`config.mk`:
```
export PLATFORM = sky130hd
export DESIGN_NAME = mod_probe
export DESIGN_NICKNAME = d
export VERILOG_FILES = /design/src/rtl/mod_probe.sv
export SDC_FILE = /design/constraint.sdc
export NUM_CORES = 1
export LEC_CHECK = 0
export ABC_AREA = 1
export BUFFER_PORTS_ARGS = -buffer_cell sky130_fd_sc_hd__buf_2
export CORE_MARGIN = 1
export CORE_UTILIZATION = 52
export CTS_CLUSTER_DIAMETER = 100
export CTS_CLUSTER_SIZE = 8
export DETAILED_ROUTE_END_ITERATION = 12
export PLACE_DENSITY = 0.88
export SYNTH_ARGS = -nofsm -noshare
export SYNTH_HDL_FRONTEND = slang
export SYNTH_SLANG_ARGS = --single-unit
```
`constraint.sdc`:
```
create_clock -name clk -period 3.2 [get_ports clk]
set_input_delay 0.32 -clock clk [delete_from_list [all_inputs] [get_ports clk]]
set_output_delay 0.32 -clock clk [all_outputs]
set_load 0.01 [all_outputs]
```
`src/rtl/mod_probe.sv`:
```
// Burst read initiator: reads consecutive words from a combinational responder into a FWFT FIFO.
// Optional first-word id check is enabled by defining PROBE_CHECK_ID_EN.
module mod_probe #(
    parameter int          DEPTH     = 4,
    parameter logic [31:0] EXPECT_ID = 32'hdeadbeef
) (
    input  logic        clk,
    input  logic        rst,
    input  logic        start,
    input  logic [31:0] base,
    input  logic [3:0]  count,
    output logic        busy,
    output logic        done,
    output logic        de,
    output logic [31:0] daddr,
    input  logic [31:0] din,
    output logic        q_valid,
    output logic [31:0] q_data,
    input  logic        q_ready,
    output logic        id_err
);

    localparam int             PTR_W    = $clog2(DEPTH);
    localparam logic [PTR_W:0] FULL_OCC = (PTR_W + 1)'(DEPTH);

    localparam logic [1:0] S_IDLE = 2'd0;
    localparam logic [1:0] S_READ = 2'd1;
    localparam logic [1:0] S_DONE = 2'd2;

    logic [1:0]       state_q, state_d;
    logic [31:0]      addr_q, addr_d;
    logic [4:0]       remain_q, remain_d;
    logic [PTR_W-1:0] wr_ptr_q, wr_ptr_d;
    logic [PTR_W-1:0] rd_ptr_q, rd_ptr_d;
    logic [PTR_W:0]   occ_q, occ_d;
    logic [31:0]      last_q, last_d;
    logic [31:0]      mem [DEPTH];

    logic push, pop, full, abort;

    assign full    = (occ_q == FULL_OCC);
    assign push    = (state_q == S_READ) && !full;
    assign q_valid = (occ_q != '0);
    assign pop     = q_valid && q_ready;

    assign busy    = (state_q != S_IDLE);
    assign done    = (state_q == S_DONE);
    assign de      = push;
    // Address stays visible while stalled on a full FIFO.
    assign daddr   = (state_q == S_READ) ? addr_q : 32'd0;
    assign q_data  = q_valid ? mem[rd_ptr_q] : last_q;

    always_comb begin
        // NOTE: every combinational output gets a default first so no latch is inferred.
        state_d  = state_q;
        addr_d   = addr_q;
        remain_d = remain_q;
        case (state_q)
            S_IDLE: begin
                if (start) begin
                    addr_d   = base;
                    remain_d = (count == 4'd0) ? 5'd16 : {1'b0, count};
                    state_d  = S_READ;
                end
            end
            S_READ: begin
                if (push) begin
                    addr_d   = addr_q + 32'd4;
                    remain_d = remain_q - 5'd1;
                    if (remain_q == 5'd1 || abort) state_d = S_DONE;
                end
            end
            S_DONE:  state_d = S_IDLE;
            default: state_d = S_IDLE;
        endcase
    end

    always_comb begin
        wr_ptr_d = wr_ptr_q + PTR_W'(push);
        rd_ptr_d = rd_ptr_q + PTR_W'(pop);
        last_d   = pop ? mem[rd_ptr_q] : last_q;
        case ({push, pop})
            2'b10:   occ_d = occ_q + 1'b1;
            2'b01:   occ_d = occ_q - 1'b1;
            default: occ_d = occ_q;
        endcase
    end

    // NOTE: sequential state uses non-blocking assignments only.
    always_ff @(posedge clk) begin
        if (rst) begin
            state_q  <= S_IDLE;
            addr_q   <= '0;
            remain_q <= '0;
            wr_ptr_q <= '0;
            rd_ptr_q <= '0;
            occ_q    <= '0;
            last_q   <= '0;
        end else begin
            state_q  <= state_d;
            addr_q   <= addr_d;
            remain_q <= remain_d;
            wr_ptr_q <= wr_ptr_d;
            rd_ptr_q <= rd_ptr_d;
            occ_q    <= occ_d;
            last_q   <= last_d;
        end
    end

    // NOTE: storage is not reset; occupancy gates visibility and last_q supplies q_data when empty.
    always_ff @(posedge clk) begin
        if (push) mem[wr_ptr_q] <= din;
    end

`ifdef PROBE_CHECK_ID_EN
    logic id_err_q, id_err_d;
    logic first_q, first_d;

    assign abort  = push && first_q && (din != EXPECT_ID);
    assign id_err = id_err_q;

    always_comb begin
        id_err_d = id_err_q;
        first_d  = first_q;
        if (state_q == S_IDLE && start) begin
            id_err_d = 1'b0;
            first_d  = 1'b1;
        end else if (push) begin
            first_d = 1'b0;
            if (abort) id_err_d = 1'b1;
        end
    end

    always_ff @(posedge clk) begin
        if (rst) begin
            id_err_q <= 1'b0;
            first_q  <= 1'b0;
        end else begin
            id_err_q <= id_err_d;
            first_q  <= first_d;
        end
    end
`else
    logic unused_expect_id;

    assign abort            = 1'b0;
    assign id_err           = 1'b0;
    assign unused_expect_id = ^EXPECT_ID;
`endif

endmodule

```
==> results of run 1 <==
cell usage in the layout (no fill, tap or decap), drive strengths merged:
master	count
a21oi	48
a22oi	21
a31oi	11
and2	1
buf	158
clkbuf	50
clkinv	1
conb	1
dfxtp	78
dlygate4sd3	31
edfxtp	128
fa	1
ha	6
inv	131
nand2	144
nand3	45
nand3b	1
nand4	4
nor2	166
nor3	5
nor4	1
o21ai	183
o22ai	33
o31ai	1
xnor2	2
xor2	1
state kept, by name (all words and copies together), names as in the netlist:
register	cells
rd_ptr_q	2
mem	128
remain_q	5
wr_ptr_q	2
last_q	32
state_q	2
addr_q	32
occ_q	3
layer usage:
metal	up-vias	GRT usage, %
met5	-	0
met4	0	9.89
met3	58	4.63
met2	425	46.0
met1	3876	32.2
li1	3953	-
critical path: stages, from the launching register on:
cell     delay [ns]
dfxtp_2        0.32
inv_2          0.56
buf_4          0.34
o21ai_0        0.10
o22ai_1        0.14
inv_1          0.11
o21ai_1        0.15
buf_2          0.16
area by class of cell:
| class | count | area (µm²) | share of cell area [%] |
|---|---|---|---|
| sequential | 206 | 5410 | 47.4 |
| multi-input combinational | 675 | 3250 | 28.5 |
| timing repair buffer | 189 | 1150 | 10.1 |
| clock buffer | 50 | 815 | 7.14 |
| inverter | 131 | 492 | 4.31 |
| tap | 225 | 282 | 2.47 |
| clock inverter | 1 | 20.0 | 0.175 |
kinds of logic after synthesis:
logic type / after synthesis / synth area share, %
compound gates: 297 / 16.9
xor+xnor: 3 / 0.278
fa+ha+maj: 7 / 1.01
buf+inv: 192 / 8.79
flops: 206 / 57.2
other cells: 1 / 0.0397
simple gates: 367 / 15.8
power groups by stage:
stage          clock network, mW  logic [mW]  registers (mW)
2_1_floorplan                  0        2.19            3.47
3_3_place_gp                   0        2.97            3.51
3_5_place_dp                   0        3.09            3.53
4_1_cts                     2.83        3.15            3.49
5_1_grt                     2.96        3.53            3.55
6_report                    2.82        3.20            3.51
final timing paths:
path / from / endpoint / slack (ns) / depth (start not counted)
worst max-delay path: rd_ptr_q[0] / q_data[15] / 0.44 / 7
worst min-delay path: din[8] / mem[2][8] / 0.03 / 1
worst max register to register: state_q[0] / addr_q[19] / 0.81 / 9
worst min register to register: addr_q[1] / addr_q[1] / 0.46 / 2
synth_stat cells:
cell and count:
a21oi_1 48, a22oi_1 21, a31oi_1 11, and2_1 1
buf_2 21, buf_4 8, buf_6 7, clkbuf_1 24
clkbuf_2 1, conb_1 1, dfxtp_1 78, edfxtp_1 128
fa_1 1, ha_1 6, inv_1 127, inv_2 4
nand2_1 141, nand2_2 3, nand3_1 45, nand3b_1 1
nand4_1 4, nor2_1 160, nor2_2 4, nor2_4 2
nor3_1 4, nor3_2 1, nor4_1 1, o21ai_0 148
o21ai_1 35, o22ai_1 33, o31ai_1 1, xnor2_1 2
xor2_1 1
==> impl_metrics.ini, run 1 <==
[status]
status = complete, no violations

[finish]
drive_gt1_share_pct = 16.6
fillers = 1365
syn2layout_area_growth_pct = 20.7
post-route-util_pct = 65.1
antenna_cells = 0
finalNonFillerCells = 1477
design_area_um2 = 11400
nNetsFinal = 1311

[detailed_routing]
wirelength_um = 24600
highest_layer = met4
dr_total_vias = 8312
drc = 0
drtIter0Drc = 697
wl_met2_um = 12300
drtPass1Iterations = 8
met1_length_um = 9580
avgRoutedWirePerCell_um = 16.7
wl_met3_um = 2090
ant_nets = 0
viasPerCell = 5.63

[floorplanning]
die_y_um = 137
start_util_pct = 53.9
pin_count = 141
die_x_um = 137
row_count = 48
core_um2 = 17500
die_area_um2 = 18700

[synthesis]
synth.area.top_cells = edfxtp_1 41%, dfxtp_1 17%, o21ai_0 7.8%
synth.largest_area_cell = edfxtp_1
syn_nets = 1152
syn_area_um2 = 9450
synthCells = 1073
syn_area_per_cell_um2 = 8.81
seq_area_frac_synth_pct = 57.2
yosys_warnings = 0
synth_top_cell_area_share_pct = 40.7
yosysUniqueCellTypes = 33
ys_ff_latch = 206

[placed_design]
gp_congestion = 0.891
dp.cells = 1395
port_buffers = 139
hpwl_um = 15100
pre_cts_ws_ns = 0.862
placed_area_um2 = 10300

[setup_path]
required_ns = 2.88
cp.arrival_ns = 2.44
cp-start-kind = register
critical_path_class = reg2out
crit_fanout = 49
cp-end-kind = primary output

[sta]
hold_ws_ns = 0.0334
fmax_mhz = 362
setup-tns-final_ns = 0
hold_viol_final = 0
setup_violations = 0
maxSlewViolCount = 0
worst_slack_ns = 0.439
final.period_utilization_pct = 86.3
fin_worst_skew_ns = 0.00938
grt_setup_unrepaired = no
fin_crit_ns = 2.76
slew_headroom_pct = 44.9
tightest_slew_ns = 0.826

[clock_network]
path_clk_slew_ns = 0.05
h-tree-depth = 1
clock_latency_ns = 0.54
cts_tree = yes
cts_root_buf = clkbuf_16
cts_buffer_depth = 3
numCtsBuffers = 29
cts_hold_buffers = 31
cts_setup_buffers = 0
cts_sinks = 206
postCtsResizedCells = 0

[power]
p_int_mw = 6.00
switchingPower_mw = 3.53
power.density_nw_per_um2 = 835
vdd_drop_max_v = 0.000593
p_clk_share_pct = 29.6
combPwrFrac_pct = 33.6
leakage_nw = 4.73
power.share.sequential_pct = 36.8
sw_frac_of_total_pct = 37.0
p_total_mw = 9.53

[global_routing]
grt.overflow.total = 0
grt_antenna_before_repair = 0
grt_start_max_net_pins = 87
grt.total_usage_pct = 26.2
grt_pass1_wl_um = 38200
grt_pass1_vias = 7731

[min_path]
hp-class = in2reg

[run]
maxCapViolCount = 0
(Power assumes the default switching activity.)
==> run 2: changes to the inputs <==
- CORE_UTILIZATION: 52 -> 56
- PLACE_DENSITY: 0.88 -> 0.9
- clock period: 3.2 -> 3.4 ns (I/O delays scaled with it)
==> run 2 against run 1 <==
  * Critical path depth stayed put
  * Clock power is 6% lower
  * Cell count is 2.8% lower
  * Routed wire length is 2.9% lower
  * Largest power group unchanged
  * Total power is 6.8% lower
  * Utilization is 1.8 points higher
  * Global-route usage is 0.68 points higher
  * First-iteration DRC count is 14% higher
  * Final area is 3.2% lower
  * Combinational power is 8.4% lower
  * Critical endpoint is now q_data[21]
  * Worst setup slack better by 0.041 ns
  * Sequential share of layout area is 1.5 points higher
==> impl_metrics.ini, run 2 (synthesized netlist as in run 1, its figures left out) <==
[finish]
post-route-util_pct = 66.9
drive_gt1_share_pct = 16.6
mostFrequentLayoutCells = 160 x nor2_1, 148 x o21ai_0, 141 x nand2_1, 139 x buf_2, 128 x edfxtp_1
largest_register_ffs = 128
largest_registers = mem: 128 flops, addr_q: 32 flops, last_q: 32 flops
top_register = mem
fillers = 1234
final_common_cell = nor2_1
syn2layout_area_growth_pct = 16.9
design_area_um2 = 11100
finalNonFillerCells = 1435
nNetsFinal = 1274

[floorplanning]
row_count = 47
pin_count = 141
die_x_um = 132
die_y_um = 132
core_um2 = 16500
start_util_pct = 57.2
die_area_um2 = 17400

[sta]
setup_violations = 0
fin_crit_ns = 2.92
fin_worst_skew_ns = 0.0169
hold_viol_final = 0
grt_setup_unrepaired = no
final.period_utilization_pct = 85.9
tightest_slew_ns = 1.22
hold_ws_ns = 0.0210
setup-tns-final_ns = 0
worst_slack_ns = 0.480
slew_headroom_pct = 18.5
fmax_mhz = 342
maxSlewViolCount = 0

[global_routing]
grt.overflow.total = 0
grt_pass1_wl_um = 37600
grt_start_max_net_pins = 87
grt_antenna_before_repair = 2
grt.total_usage_pct = 26.9
grt_pass1_vias = 7601

[setup_path]
crit_end = q_data[21]
crit_family = buffers and inverters
cp.arrival_ns = 2.58
path_buf_inv = 4
r2r_setup_slack_ns = 0.86
r2r-end = addr_q[13]
crit_cells = 7
critical_path_class = reg2out
crit_fanout = 41
cpMaxStageDelayCell = inv_2
cp-start-kind = register
critPathMaxStageDelay_ns = 0.49
critical_path.cell_chain = inv_2 > buf_4 > o21ai_0 > o22ai_1 > inv_1 > o21ai_0 > buf_2
rr_worst_depth = 9
regToRegStartpoint = state_q[0]
critPathLaunch = rd_ptr_q[0]
required_ns = 3.06
cpMostUsedCell = o21ai_0
cp-end-kind = primary output

[power]
power.share.sequential_pct = 37.2
vdd_drop_max_v = 0.000590
p_total_mw = 8.88
sw_frac_of_total_pct = 36.9
switchingPower_mw = 3.28
p_int_mw = 5.60
p_clk_share_pct = 29.8
combPwrFrac_pct = 33.0
power.density_nw_per_um2 = 804
leakage_nw = 4.57

[detailed_routing]
ant_nets = 0
dr_total_vias = 8192
drc = 0
drtIter0Drc = 794
wirelength_um = 23900
viasPerCell = 5.71
drtPass1Iterations = 7
avgRoutedWirePerCell_um = 16.7

[placed_design]
pre_cts_ws_ns = 0.875
port_buffers = 139
gp_congestion = 0.889
dp.cells = 1383
hpwl_um = 14700
placed_area_um2 = 10200

[clock_network]
cts_root_buf = clkbuf_16
path_clk_slew_ns = 0.05
numCtsBuffers = 29
cts_tree = yes
cts_buffer_depth = 3
cts_sinks = 206
clock_latency_ns = 0.54
h-tree-depth = 1
cts_setup_buffers = 0

[min_path]
hold_path_depth = 1
hp-class = in2reg

[status]
status = complete, no violations

[run]
maxCapViolCount = 0
run 2: timing repair:
| item | in CTS | in global routing |
|---|---|---|
| gates resized for setup | 0 | 0 |
| endpoints found under the hold margin | 0 | 2 |
| hold buffers | 0 | 1 |
run 2: cell type report:
cell class	instances	area (µm²)	area share [%]
Sequential cell	206	5410	48.9
Multi-Input combinational cell	675	3250	29.4
Clock buffer	49	811	7.34
Timing Repair Buffer	152	796	7.20
Inverter	131	492	4.45
Tap cell	220	275	2.49
Clock inverter	1	20.0	0.181
Antenna cell	1	2.50	0.0226
run 2: how the worst min path moves through the flow:
stage                  end  startpoint  slack [ns]
2_1_floorplan  wr_ptr_q[0]         rst        0.41
3_5_place_dp     addr_q[0]   addr_q[0]        0.45
4_1_cts          mem[2][6]      din[6]       0.005
3_3_place_gp     addr_q[0]   addr_q[0]        0.44
6_report        mem[1][19]     din[19]        0.02
5_1_grt          mem[3][5]      din[5]       0.006
run 2: worst reg2reg max path, cell delays in order (launching register included):
cell	delay (ns)
dfxtp_1	0.36
nand2_2	0.07
inv_2	0.31
nand2_2	0.40
nand2_2	0.74
inv_2	0.19
a21oi_1	0.17
nand3_1	0.09
nand2_1	0.08
inv_1	0.04
run 2: power groups by stage:
stage	sequential (mW)	clock (mW)	combinational, mW
after floorplan	3.27	0	2.07
after global placement	3.30	0	2.76
after detailed placement	3.33	0	2.88
after CTS	3.29	2.66	2.91
after global routing	3.34	2.77	3.23
final	3.30	2.65	2.93
run 2: routing by layer:
| metal | share of wire [%] | vias to the layer above | track usage [%] | wire [µm] |
|---|---|---|---|---|
| li1 | - | 3879 | - | - |
| met5 | 0 | - | 0 | 0 |
| met3 | 8.4 | 66 | 4.50 | 2000 |
| met4 | 3.2 | 0 | 11.4 | 757 |
| met1 | 39 | 3817 | 34.0 | 9390 |
| met2 | 49 | 430 | 45.8 | 11800 |
==> run 3: changes to the inputs <==
- BUFFER_PORTS_ARGS: -buffer_cell sky130_fd_sc_hd__buf_2 -> -buffer_cell sky130_fd_sc_hd__clkbuf_2
- CORE_UTILIZATION: 56 -> 58
- PLACE_DENSITY: 0.9 -> 0.92
==> run 3 against run 2 <==
  * Via count rose by 0.57%
  * Die area decreased by 3.4%
  * Hold slack got worse by 0.00054 ns
  * Sequential cell count stayed put
  * Maximum frequency increased by 6.6%
  * Highest routed layer unchanged
==> impl_metrics.ini, run 3 (synthesized netlist as in run 1, its figures left out) <==
[sta]
setup_violations = 0
grt_setup_unrepaired = no
final.period_utilization_pct = 80.6
fmax_mhz = 365
fin_worst_skew_ns = 0.0132
tightest_slew_ns = 0.813
slew_headroom_pct = 45.8
hold_viol_final = 0
maxSlewViolCount = 0
hold_ws_ns = 0.0205
fin_crit_ns = 2.74

[floorplanning]
core_um2 = 15900
die_y_um = 130
pin_count = 141
start_util_pct = 59.5
row_count = 46
die_x_um = 130
die_area_um2 = 16800

[setup_path]
cpMostUsedCell = o21ai_0
cp-start-kind = register
cp.arrival_ns = 2.40
r2r_setup_slack_ns = 0.87
critical_path_class = reg2out
path_buf_inv = 3
crit_fanout = 65
critPathLaunch = rd_ptr_q[0]
rr_worst_depth = 9
critPathMaxStageDelay_ns = 0.51
required_ns = 3.06
crit_end = q_data[22]
crit_cells = 6
critical_path.cell_chain = buf_4 > o21ai_0 > o22ai_1 > inv_1 > o21ai_0 > clkbuf_2
cpMaxStageDelayCell = buf_4
crit_family = buffers and inverters
regToRegStartpoint = state_q[0]
r2r-end = addr_q[14]
cp-end-kind = primary output

[clock_network]
h-tree-depth = 1
cts_setup_buffers = 0
cts_buffer_depth = 3
cts_tree = yes
cts_root_buf = clkbuf_16
numCtsBuffers = 29
clock_latency_ns = 0.54
postCtsResizedCells = 0
path_clk_slew_ns = 0.05
cts_sinks = 206
cts_hold_buffers = 0

[global_routing]
grt.total_usage_pct = 28.8
grt_pass1_wl_um = 37700
grt_antenna_before_repair = 0
grt.overflow.total = 0
grt_pass1_vias = 7828
grt_start_max_net_pins = 87

[detailed_routing]
drtIter0Drc = 834
ant_nets = 0
wirelength_um = 24100
drc = 0
viasPerCell = 5.75
drtPass1Iterations = 6
dr_total_vias = 8239
avgRoutedWirePerCell_um = 16.8

[power]
p_clk_share_pct = 29.7
power.density_nw_per_um2 = 807
sw_frac_of_total_pct = 37.1
combPwrFrac_pct = 33.3
switchingPower_mw = 3.31
p_total_mw = 8.92
power.share.sequential_pct = 37.0
p_int_mw = 5.61
leakage_nw = 4.55
vdd_drop_max_v = 0.000542

[finish]
antenna_cells = 0
post-route-util_pct = 69.6
top_register = mem
fillers = 1136
mostFrequentLayoutCells = 160 x nor2_1, 148 x o21ai_0, 141 x nand2_1, 139 x clkbuf_2, 128 x edfxtp_1
drive_gt1_share_pct = 16.7
largest_register_ffs = 128
syn2layout_area_growth_pct = 16.9
nNetsFinal = 1275
regArea_um2 = 5410
multiInputGateArea_um2 = 3250
design_area_um2 = 11100
largest_registers = mem: 128 flops, addr_q: 32 flops, last_q: 32 flops
final_common_cell = nor2_1
finalNonFillerCells = 1432

[placed_design]
port_buffers = 139
hpwl_um = 14800
placed_area_um2 = 10200
gp_congestion = 0.948
dp.cells = 1381

[run]
maxCapViolCount = 0

[min_path]
hp-class = in2reg
hold_start = din[24]
hold_path_depth = 1

[status]
status = complete, no violations
## run 3: layer usage
metal  track usage, %  vias to the layer above  routed length (µm)
met5                0                        -                   0
met4             16.1                        0                1040
met3             6.23                       91                2210
met2             49.8                      461               11800
met1             33.3                     3804                9010
li1                 -                     3883                   -
## run 3: area by class of cell
class	count	share of cell area (%)
sequential	206	48.9
tap	216	2.45
timing repair buffer	153	7.24
clock inverter	1	0.181
inverter	131	4.45
clock buffer	50	7.37
multi-input combinational	675	29.4
## run 3: worst min-delay path by stage
stage	end	slack [ns]
6_report	mem[3][24]	0.02
5_1_grt	mem[3][16]	0.008
4_1_cts	mem[2][16]	0.006
3_5_place_dp	addr_q[1]	0.46
3_3_place_gp	addr_q[1]	0.45
2_1_floorplan	wr_ptr_q[0]	0.41
## run 3: power by group through the flow
stage | Combinational [mW] | Sequential (mW) | Clock, mW
after floorplan | 2.07 | 3.27 | 0
after global placement | 2.77 | 3.30 | 0
after detailed placement | 2.90 | 3.33 | 0
after CTS | 2.96 | 3.29 | 2.67
after global routing | 3.28 | 3.34 | 2.78
final | 2.97 | 3.30 | 2.65
## run 3: worst register-to-register path, stage by stage, from the launching register on
cell     delay, ns
dfxtp_1       0.36
nand2_2       0.07
inv_2         0.28
nand2_2       0.40
nand2_2       0.75
inv_2         0.21
a21oi_1       0.18
nand3_1       0.09
nand2_1       0.06
inv_1         0.03
## run 3: per-stage QoR
stage / setup WS (ns) / setup TNS [ns]
final: 0.660 / 0
after global routing: 0.531 / 0
after CTS: 0.690 / 0
after detailed placement: 0.932 / 0
after global placement: 0.995 / 0
after floorplan: -0.0126 / -1.60
